**src/rtl/drive_pwm.sv**
```systemverilog
// Dual H-bridge PWM stage: period-aligned duty updates, mandatory brake before reversal.
// Optional feature macro DRIVE_PWM_RAMP_EN: when defined, duty changes are ramped; otherwise they step at once.
module drive_pwm #(
  parameter int PWM_PERIOD       = 2500,
  parameter int DUTY_W           = 12,
  parameter int RAMP_STEP        = 25,
  parameter int RAMP_STEP_CYCLES = 50000,
  parameter int BRAKE_CYCLES     = 5000000
) (
  input  logic       clk_50,
  input  logic       reset,
  input  logic [2:0] drive_state,
  input  logic [1:0] speed,
  output logic       mot_l_pwm,
  output logic       mot_l_dir,
  output logic       mot_r_pwm,
  output logic       mot_r_dir,
  output logic       busy
);

  localparam int BRK_W = (BRAKE_CYCLES > 1) ? $clog2(BRAKE_CYCLES) : 1;
  localparam logic [BRK_W-1:0]  BRAKE_LAST  = BRK_W'(BRAKE_CYCLES - 1);
  localparam logic [DUTY_W-1:0] PERIOD_LAST = DUTY_W'(PWM_PERIOD - 1);
  localparam logic [DUTY_W-1:0] DUTY_S1     = DUTY_W'(PWM_PERIOD * 2 / 5);
  localparam logic [DUTY_W-1:0] DUTY_S2     = DUTY_W'(PWM_PERIOD * 7 / 10);
  localparam logic [DUTY_W-1:0] DUTY_S3     = DUTY_W'(PWM_PERIOD);

  typedef enum logic {
    RUN   = 1'b0,
    BRAKE = 1'b1
  } state_t;

  state_t state_reg, state_next;

  logic [2:0]              drv_q;
  logic [1:0]              spd_q;
  logic [DUTY_W-1:0]       tgt_spd;
  logic                    moving;
  logic [1:0]              cmd_dir;
  logic [1:0]              req_dir;
  logic [1:0]              brake_req;
  logic [1:0]              pwm_out;
  logic [1:0]              dir_out;
  logic [1:0][DUTY_W-1:0]  duty_cur;
  logic [1:0][DUTY_W-1:0]  duty_app;
  logic [DUTY_W-1:0]       pwm_cnt_reg;
  logic [BRK_W-1:0]        brake_cnt_reg, brake_cnt_next;
  logic                    need_brake;

  always_ff @(posedge clk_50) begin
    if (reset) begin
      drv_q <= '0;
      spd_q <= '0;
    end else begin
      drv_q <= drive_state;
      spd_q <= speed;
    end
  end

  // Command decode; index 0 is the left motor, index 1 the right.
  always_comb begin
    tgt_spd = '0;
    moving  = 1'b1;
    cmd_dir = 2'b00;
    case (spd_q)
      2'd1:    tgt_spd = DUTY_S1;
      2'd2:    tgt_spd = DUTY_S2;
      2'd3:    tgt_spd = DUTY_S3;
      default: tgt_spd = '0;
    endcase
    case (drv_q)
      3'd1:    cmd_dir = 2'b00;
      3'd2:    cmd_dir = 2'b11;
      3'd3:    cmd_dir = 2'b01;
      3'd4:    cmd_dir = 2'b10;
      default: moving  = 1'b0;
    endcase
  end

`ifdef DRIVE_PWM_RAMP_EN
  localparam int RAMP_W = (RAMP_STEP_CYCLES > 1) ? $clog2(RAMP_STEP_CYCLES) : 1;
  localparam logic [RAMP_W-1:0] RAMP_LAST = RAMP_W'(RAMP_STEP_CYCLES - 1);
  localparam logic [DUTY_W-1:0] STEP      = DUTY_W'(RAMP_STEP);

  logic [RAMP_W-1:0] ramp_cnt_reg;
  logic              ramp_tick;
  logic [1:0]        off_target;

  always_ff @(posedge clk_50) begin
    if (reset || state_reg == BRAKE || state_next == BRAKE) begin
      ramp_cnt_reg <= '0;
    end else if (ramp_cnt_reg == RAMP_LAST) begin
      ramp_cnt_reg <= '0;
    end else begin
      ramp_cnt_reg <= ramp_cnt_reg + 1'b1;
    end
  end

  assign ramp_tick = (ramp_cnt_reg == RAMP_LAST);
  assign busy      = (state_reg == BRAKE) || (|off_target);
`else
  assign busy = (state_reg == BRAKE);
`endif

  assign need_brake = |brake_req;

  always_comb begin
    state_next     = state_reg;
    brake_cnt_next = brake_cnt_reg;
    case (state_reg)
      RUN: begin
        if (need_brake) begin
          state_next     = BRAKE;
          brake_cnt_next = '0;
        end
      end
      BRAKE: begin
        if (brake_cnt_reg == BRAKE_LAST) begin
          state_next     = RUN;
          brake_cnt_next = '0;
        end else begin
          brake_cnt_next = brake_cnt_reg + 1'b1;
        end
      end
      default: begin
        state_next     = RUN;
        brake_cnt_next = '0;
      end
    endcase
  end

  always_ff @(posedge clk_50) begin
    if (reset) begin
      state_reg     <= RUN;
      brake_cnt_reg <= '0;
      pwm_cnt_reg   <= '0;
    end else begin
      state_reg     <= state_next;
      brake_cnt_reg <= brake_cnt_next;
      pwm_cnt_reg   <= (pwm_cnt_reg == PERIOD_LAST) ? '0 : pwm_cnt_reg + 1'b1;
    end
  end

  genvar gi;
  generate
    for (gi = 0; gi < 2; gi++) begin : gen_motor
      logic [DUTY_W-1:0] target;
      logic [DUTY_W-1:0] duty_cur_reg, duty_cur_next;
      logic [DUTY_W-1:0] duty_app_reg;
      logic              dir_reg, dir_next;
      logic              pwm_reg;

      // STOP keeps the present direction so it never triggers a brake.
      assign target         = moving ? tgt_spd : '0;
      assign req_dir[gi]    = moving ? cmd_dir[gi] : dir_reg;
      assign brake_req[gi]  = (duty_cur_reg != '0) && (req_dir[gi] != dir_reg);
      assign duty_cur[gi]   = duty_cur_reg;
      assign duty_app[gi]   = duty_app_reg;
      assign pwm_out[gi]    = pwm_reg;
      assign dir_out[gi]    = dir_reg;
`ifdef DRIVE_PWM_RAMP_EN
      assign off_target[gi] = (duty_cur_reg != target);
`endif

      always_comb begin
        duty_cur_next = duty_cur_reg;
        dir_next      = dir_reg;
        if (state_next == BRAKE) begin
          duty_cur_next = '0;
        end else if (state_reg == BRAKE) begin
          duty_cur_next = '0;
          dir_next      = req_dir[gi];
        end else begin
          if (duty_cur_reg == '0) begin
            dir_next = req_dir[gi];
          end
`ifdef DRIVE_PWM_RAMP_EN
          if (ramp_tick) begin
            if (target > duty_cur_reg) begin
              duty_cur_next = (target - duty_cur_reg > STEP) ? duty_cur_reg + STEP : target;
            end else if (target < duty_cur_reg) begin
              duty_cur_next = (duty_cur_reg - target > STEP) ? duty_cur_reg - STEP : target;
            end
          end
`else
          duty_cur_next = target;
`endif
        end
      end

      // The applied duty only changes at a period boundary, so no pulse is ever truncated.
      always_ff @(posedge clk_50) begin
        if (reset) begin
          duty_cur_reg <= '0;
          duty_app_reg <= '0;
          dir_reg      <= 1'b0;
          pwm_reg      <= 1'b0;
        end else begin
          duty_cur_reg <= duty_cur_next;
          dir_reg      <= dir_next;
          if (pwm_cnt_reg == '0) begin
            duty_app_reg <= duty_cur_reg;
          end
          pwm_reg <= (state_next == RUN) && (pwm_cnt_reg < duty_app[gi]);
        end
      end
    end
  endgenerate

  assign mot_l_pwm = pwm_out[0];
  assign mot_r_pwm = pwm_out[1];
  assign mot_l_dir = dir_out[0];
  assign mot_r_dir = dir_out[1];

endmodule

```
**config.mk**
```make
export PLATFORM = sky130hd
export DESIGN_NAME = drive_pwm
export DESIGN_NICKNAME = d
export VERILOG_FILES = /design/src/rtl/drive_pwm.sv
export SDC_FILE = /design/constraint.sdc
export NUM_CORES = 1
export LEC_CHECK = 0
export CORE_ASPECT_RATIO = 1.25
export CORE_UTILIZATION = 60
export DETAILED_ROUTE_END_ITERATION = 8
export GPL_ROUTABILITY_DRIVEN = 0
export PLACE_DENSITY_LB_ADDON = 0.2
export SLEW_MARGIN = 20
export SYNTH_ARGS = -nofsm -noshare
export SYNTH_HDL_FRONTEND = slang
export SYNTH_SLANG_ARGS = --single-unit
```
**constraint.sdc**
```tcl
create_clock -name clk_50 -period 2.6 [get_ports clk_50]
set_clock_uncertainty 0.2 [all_clocks]
set_input_delay 0.52 -clock clk_50 [delete_from_list [all_inputs] [get_ports clk_50]]
set_output_delay 0.52 -clock clk_50 [all_outputs]
set_load 0.02 [all_outputs]
```
# Yosys cells after proc, flatten, opt, wreduce, memory -nomap -nowiden
# Index checks and enable logic that the tools add are counted.
[word_totals]
register_bits = 68
output_inout_bits = 5
wordCells = 55
[op_classes]
n_addsub = 2
order_cmp = 1
eq_ne = 12
muxes = 15
bitwise_logic = 3
reduce_logical = 12
[op_table]
columns = ["operator", "count"]
rows = [
  ["2-to-1 mux 23 bit", 2],
  ["one-hot mux 23 bit (2 select lines)", 1],
  ["one-hot mux 12 bit (3 select lines)", 1],
  ["logical NOT 12 bit", 2],
  ["adder 23 x 1 -> 23 bit (second input constant)", 1],
  ["equality test 23 bit (second input constant)", 1],
  ["adder 12 x 1 -> 12 bit (second input constant)", 1],
  ["equality test 12 bit (second input constant)", 1],
  ["< comparator 12 bit", 1],
  ["nonzero test 12 bit", 1],
  ["2-to-1 mux 1 bit", 9],
  ["OR reduction 4 bit", 2],
  ["equality test 3 x 2 -> 1 bit (second input constant)", 2],
  ["one-hot mux 2 bit (3 select lines)", 1],
  ["equality test 2 bit (second input constant)", 2],
  ["OR reduction 2 bit", 2],
  ["equality test 3 x 1 -> 1 bit (second input constant)", 1],
  ["equality test 3 bit (second input constant)", 1],
  ["logical AND 1 bit", 3],
  ["inverter 1 bit", 3],
  ["equality test 2 x 1 -> 1 bit (second input constant)", 1],
  ["!= test 1 bit", 2],
  ["!= test 2 bit (second input constant)", 1],
  ["one-hot mux 1 bit (2 select lines)", 1],
  ["other kinds (2)", 2],
]

# Longest topological paths before layout
# Gate-level depths: netlist of the first run.
[depth]
word_depth = 11
mapped_depth = 7
mapped_depth_nobuf = 7

# Least setup slack after synthesis of the first run
# Ideal clock, no wire load.
[synth_path]
path_type = "reg2reg"
start = "register brake_cnt_reg[20]"
end = "register brake_cnt_reg[5]"
setup_ps = 120
arrival_time_ps = 1790
t_required_ps = 2280
slack_ps = 491
path_stages_with_launch = 7
n_path_buf = 1
synth_period_minus_slack_ps = 2109
cell_sequence = "dfxtp_1 -> or4b_4 -> nor3_4 -> a311oi_2 -> buf_6 -> and3_1 -> a211o_1"
[synth_via]
elab_chain_len = 3
[synth_rtl]
columns = ["element", "line", "source"]
rows = [
  ["start: declaration", "47", "logic [BRK_W-1:0] brake_cnt_reg, brake_cnt_next;"],
  ["start signal: assignment", "139", "brake_cnt_reg <= brake_cnt_next;"],
  ["equality test 23 bit", "118", "if (brake_cnt_reg == BRAKE_LAST) begin"],
  ["2-to-1 mux 23 bit", "118", ""],
  ["one-hot mux 23 bit (2 select lines)", "110", "case (state_reg)"],
]
# No other way between the ends.
# A chain may end at the register's enable or synchronous reset.

# Worst setup path in the final report of the first run
[layout_path]
start = "register brake_cnt_reg[6]"
end = "register brake_cnt_reg[14]"
[layout_via]
elab_chain_len = 3
elab_cells_between_ends = 4
cone_classes = "1 x add/sub; 1 x eq/ne; 2 x mux"
[layout_rtl]
columns = ["element", "line"]
rows = [
  ["adder 23 x 1 -> 23 bit / equality test 23 bit (equally long branches)", "122, 118"],
  ["2-to-1 mux 23 bit (*)", "118"],
  ["one-hot mux 23 bit (2 select lines) (*)", "110"],
]
# Mark *: on every way between the ends. The rest lies on a longest branch, timed or not.

==> results of run 1 <==
-- placed cells by master (no fill, tap or decap), types with 8 or more instances in the layout --
cell type,instances
dfxtp_1,58
nor2_1,30
nand2_1,21
and3_1,18
nor3_1,17
ha_1,17
inv_1,16
nand3_1,16
a211o_1,14
a21oi_1,11
clkdlybuf4s50_1,11
clkbuf_8,10
nor2b_1,9
nand4_1,9
xor2_1,8
-- power groups by stage --
stage	clock network [uW]	logic, uW	registers, uW
floorplan	0	146	962
global placement	0	208	960
detailed placement	0	213	962
CTS	938	215	942
global route	975	237	945
finish	927	215	942
-- per-stage QoR --
| step | instances | utilization, % | worst slack (ns) |
|---|---|---|---|
| after global routing | 414 | 70.0 | 0.0826 |
| after floorplan | 333 | - | 0.491 |
| final | 414 | 70.0 | 0.199 |
| after global placement | 398 | 65.3 | 0.0868 |
| after CTS | 414 | 70.0 | 0.140 |
| after detailed placement | 398 | 65.3 | 0.0426 |
-- cells by family (layout without fill, tap and decap cells) --
family,after synthesis,count (layout),share of synthesized area [%]
AOI/OAI and AO/OA,60,60,15.3
xor gates and xnor gates,12,12,3.59
adders and majority gates,17,17,7.26
buffers and inverters,27,48,4.10
DFF,58,58,39.7
muxes,7,7,2.39
and+or+nand+nor,152,152,27.7
-- worst max path at each step --
stage                                           endpoint  slack, ns  cells after the start
after detailed placement  brake_cnt_reg[14]$_SDFFE_PP0P_       0.04                      4
after CTS                 brake_cnt_reg[12]$_SDFFE_PP0P_       0.14                      6
final                     brake_cnt_reg[14]$_SDFFE_PP0P_       0.20                      5
after global routing      brake_cnt_reg[20]$_SDFFE_PP0P_       0.08                      5
after global placement    brake_cnt_reg[12]$_SDFFE_PP0P_       0.09                      4
after floorplan            brake_cnt_reg[5]$_SDFFE_PP0P_       0.49                      6
-- layout make-up --
| class | instances | area [um^2] |
|---|---|---|
| clock inverters | 5 | 77.6 |
| well taps | 60 | 75.1 |
| inverters | 16 | 60.1 |
| flip-flops and latches | 58 | 1160 |
| repair buffers | 16 | 148 |
| multi-input cells | 248 | 1650 |
| fillers | 388 | 1420 |
| clock buffers | 11 | 141 |
-- per-layer routing --
metal / track usage (%) / vias up
met5: 0 / -
met4: 15.8 / 0
met3: 4.83 / 11
met2: 47.3 / 29
met1: 28.3 / 1160
li1: - / 1254
-- worst register-to-register path, stage by stage, from the launching register on --
cell and delay, ns:
dfxtp_1 0.38, or4b_4 0.55, nor3_4 0.26, a311oi_2 0.34
and3_2 0.31, a211o_1 0.25
-- repair_timing --
item                                    CTS  global route
gates resized for setup                   0             1
endpoints found under the setup margin    0             3
hold buffers                              0             0
==> out/results.ini, run 1 <==
[power]
power.internal_uw=1570
p_leak_uw=0.00142
p_clk_share_pct=44.5
comb_power_share_pct=10.3
switching_power_uw=516
cellPowerDensity_nw_per_um2=629
ir_drop_uv=382
swShare_pct=24.8
pwr-share-seq_pct=45.2
finalPower_uw=2080

[global_route]
grt_overflow=0
grt_pass1_wl_mm=10.4
grt_usage_pct=26.3
grt_max_degree=25
antenna_found_initial=0
grt_pass1_vias=2379

[critical_path]
worst_setup_path_startpoint=brake_cnt_reg[6]$_SDFFE_PP0P_
path_cells=or4b_4 > nor3_4 > a311oi_2 > and3_2 > a211o_1
cp_max_fo=14
crit_path_end_kind=flip-flop
crit_path_max_incr_delay_ns=0.55
critPathKind=reg -> reg
critical_path_arrival_ns=2.43
critical_path_required_ns=2.63
r2r-start=brake_cnt_reg[6]$_SDFFE_PP0P_
crit_buf_inv=0
cp_slowest_cell=or4b_4
startpoint_type=flip-flop
timing.rr.end=brake_cnt_reg[14]$_SDFFE_PP0P_
r2r_slack_ns=0.20
cpLargestDelayFamily=simple AND/OR/NAND/NOR gates
reg2regPathDepth=5

[min_path]
min-delay-path-class=reg -> reg
min_from=pwm_cnt_reg[0]$_SDFF_PP0_
holdPathEnd=pwm_cnt_reg[0]$_SDFF_PP0_
holdPathStages=1

[timing]
finalSetupViolations=0
final-max-slew-violation-count=0
min_period_ns=2.40
slew_headroom_pct=37.4
hold_violations=0
worst_pin_slew_ns=0.935
rsz0062_at_grt=false
fmax_mhz=417
worst_hold_slack_ns=0.290
fin_crit_sh_pct=92.3
tns_ns=0

[placed_design]
port_buffers=11
dpl_cell_area_um2=3090
hpwlAfterDp_mm=4.36

[yosys]
synth-seq-cells=58
synthTopCellsByCount=dfxtp_1, nor2_1, nand2_1
synth_nets=357
synth.area.top_cells=dfxtp_1, ha_1, a211o_1
synth_warnings=0
synth_area_um2=2930
ys.flop_type=dfxtp_1
synth.avg_cell_area_um2=8.79
synth_cell_types=47
synthCells=333
yosysMostFrequentCell=dfxtp_1
synth_top_cell_by_area=dfxtp_1
synth_top_cell_area_share_pct=39.7
seq_area_frac_synth_pct=39.7
async_reset_ff_share_pct=0
synth_edf_count=0

[final_layout]
largest_reg_flops=23
antennaDiodeCount=0
drive_gt1_share_pct=9.04
layout.nets=373
final_area_um2=3310
area_delta_synth_final_pct=13.1

[clocking]
root_buffer=clkbuf_8
cts_buffer_depth=2
htree_levels=3
clk_pin_slew_ns=0.07
numClockSinks=58
clk_latency_ns=0.34
cts_tree=yes
numCtsBuffers=9
post_cts_buffers=0

[route]
wl_met3_um=105
ant_nets=0
top_layer_used=met4
dr.pass1.iters=6
routed_wl_mm=6.10
wl_met1_mm=2.69
vias=2454
drcViolationCount=0
wl_per_cell_um=14.7
vias_per_cell=5.93
drt_iter0_markers=101
dr_wl_met2_mm=3.16

[floorplan]
rows=28
coreArea_um2=4730
die_h_um=80.1
die_x_um=64.5
die_area_um2=5160
io_pins=12
initial_utilization_pct=61.9

[job]
cap_violations=0

[run_status]
status=finished, final reports clean

Note: power is estimated with default switching activity, not from simulation.
==> run 2: changes to the inputs <==
--- a/config.mk
+++ b/config.mk
@@ -6,10 +6,10 @@
 export NUM_CORES = 1
 export LEC_CHECK = 0
 export CORE_ASPECT_RATIO = 1.25
-export CORE_UTILIZATION = 60
+export CORE_UTILIZATION = 40
 export DETAILED_ROUTE_END_ITERATION = 8
 export GPL_ROUTABILITY_DRIVEN = 0
-export PLACE_DENSITY_LB_ADDON = 0.2
+export PLACE_DENSITY = 0.64
 export SLEW_MARGIN = 20
 export SYNTH_ARGS = -nofsm -noshare
 export SYNTH_HDL_FRONTEND = slang
==> run 2 against run 1 <==
Via count is 0.12% higher. Critical path depth did not move. Worst setup slack improved by 0.0016 ns. Global-route usage down 8.7 points. Routed wire length decreased by 0.59%. Count of clock-buffer cells in the layout down 2. Die area grew 48%.
==> out/results.ini, run 2 (synthesized netlist as in run 1, its figures left out) <==
[run_status]
status=finished, final reports clean

[power]
ir_drop_uv=433
finalPower_uw=2090
p_leak_uw=0.00141
cellPowerDensity_nw_per_um2=623

[placed_design]
place_inst=428
hpwlAfterDp_mm=4.38
port_buffers=11

[global_route]
grt_max_degree=17
grt_pass1_vias=2289
grt_usage_pct=17.6
grt_overflow=0
antenna_found_initial=0
grt_pass1_wl_mm=10.5

[floorplan]
rows=34
initial_utilization_pct=41.7
die_h_um=97.7
coreArea_um2=7020
io_pins=12
die_x_um=78.5
die_area_um2=7670

[critical_path]
timing.rr.end=brake_cnt_reg[18]$_SDFFE_PP0P_
crit_path_max_incr_delay_ns=0.56
path_cells=or4b_4 > nor3_4 > a311oi_2 > and3_2 > a211o_1
r2r_slack_ns=0.20
crit_cells=5
startpoint_type=flip-flop
cp_max_fo=14
critical_path_arrival_ns=2.42
reg2regPathDepth=5
crit_path_end=brake_cnt_reg[18]$_SDFFE_PP0P_
crit_path_end_kind=flip-flop
cp_slowest_cell=or4b_4
worst_setup_path_startpoint=brake_cnt_reg[20]$_SDFFE_PP0P_
critPathKind=reg -> reg
cpLargestDelayFamily=simple AND/OR/NAND/NOR gates
critical_path_required_ns=2.62
crit_buf_inv=0
r2r-start=brake_cnt_reg[20]$_SDFFE_PP0P_

[clocking]
post_cts_resize_count=0
clk_pin_slew_ns=0.08
post_cts_buffers=0
numClockSinks=58
cts_buffer_depth=2
htree_levels=3
cts_hold_buffers=0
clk_latency_ns=0.34
root_buffer=clkbuf_8
cts_tree=yes
numCtsBuffers=9

[final_layout]
final_common_cell=dfxtp_1
largest_reg_flops=23
antennaDiodeCount=0
layout.nets=373
n_fill_cell=696
final_cell_mix=dfxtp_1, nor2_1, nand2_1, and3_1
area_delta_synth_final_pct=14.6
final_cells=444
post-route-util_pct=47.8
drive_gt1_share_pct=9.32

[timing]
slew_headroom_pct=37.1
hold_violations=0
final-max-slew-violation-count=0
finalSetupViolations=0
rsz0062_at_grt=false
fin_crit_sh_pct=92.3
tns_ns=0
min_period_ns=2.40
worst_pin_slew_ns=0.940
fmax_mhz=417

[route]
drcViolationCount=0
ant_nets=0
wl_per_cell_um=13.7
vias=2457
routed_wl_mm=6.06
drt_iter0_markers=55
vias_per_cell=5.53
dr.pass1.iters=4

[job]
cap_violations=0

[min_path]
min-delay-path-class=reg -> reg

run 2: cell count changes in the layout (fill, tap and decap cells not counted), sizes merged:
| cell | previous run | this run |
|---|---|---|
| clkbuf | 11 | 9 |
| inv | 16 | 17 |
| clkinvlp | 1 | 2 |
run 2: worst min-delay path by stage:
| stage | from | end | cells after the start |
|---|---|---|---|
| global route | pwm_cnt_reg[0]$_SDFF_PP0_ | pwm_cnt_reg[0]$_SDFF_PP0_ | 1 |
| floorplan | pwm_cnt_reg[0]$_SDFF_PP0_ | pwm_cnt_reg[0]$_SDFF_PP0_ | 1 |
| CTS | pwm_cnt_reg[0]$_SDFF_PP0_ | pwm_cnt_reg[0]$_SDFF_PP0_ | 1 |
| finish | pwm_cnt_reg[0]$_SDFF_PP0_ | pwm_cnt_reg[0]$_SDFF_PP0_ | 1 |
| detailed placement | pwm_cnt_reg[0]$_SDFF_PP0_ | pwm_cnt_reg[0]$_SDFF_PP0_ | 1 |
| global placement | pwm_cnt_reg[0]$_SDFF_PP0_ | pwm_cnt_reg[0]$_SDFF_PP0_ | 1 |
run 2: worst reg2reg max path: stages, from the launching register on:
cell	delay [ns]
dfxtp_1	0.36
or4b_4	0.56
nor3_4	0.25
a311oi_2	0.34
and3_2	0.32
a211o_1	0.27
run 2: cell type report:
type	instances	area (um^2)	area share (%)
multi-input cells	248	1650	49.1
flip-flops and latches	58	1160	34.6
repair buffers	16	148	4.40
clock buffers	9	124	3.69
well taps	90	113	3.36
clock inverters	7	101	3.02
inverters	16	60.1	1.79
run 2: routing by layer:
metal	vias to the layer above	GRT usage (%)	share of wire [%]
met5	-	0	0
met4	0	11.3	3.0
met3	17	4.98	3.5
met2	54	27.9	47
met1	1140	20.6	47
li1	1246	-	-
run 2: where the power goes:
| group | switching (uW) | total [uW] | internal, uW |
|---|---|---|---|
| sequential | 26.9 | 940 | 913 |
| combinational | 121 | 214 | 93.0 |
| clock | 391 | 936 | 545 |
run 2: stage by stage:
| step | setup WS (ns) | area [um^2] | hold slack (ns) |
|---|---|---|---|
| final | 0.201 | 3360 | 0.274 |
| after global routing | 0.0791 | 3360 | 0.306 |
| after CTS | 0.153 | 3350 | 0.281 |
| after detailed placement | 0.0790 | 3130 | 0.262 |
| after global placement | 0.124 | 3130 | 0.254 |
| after floorplan | 0.491 | 2930 | 0.238 |
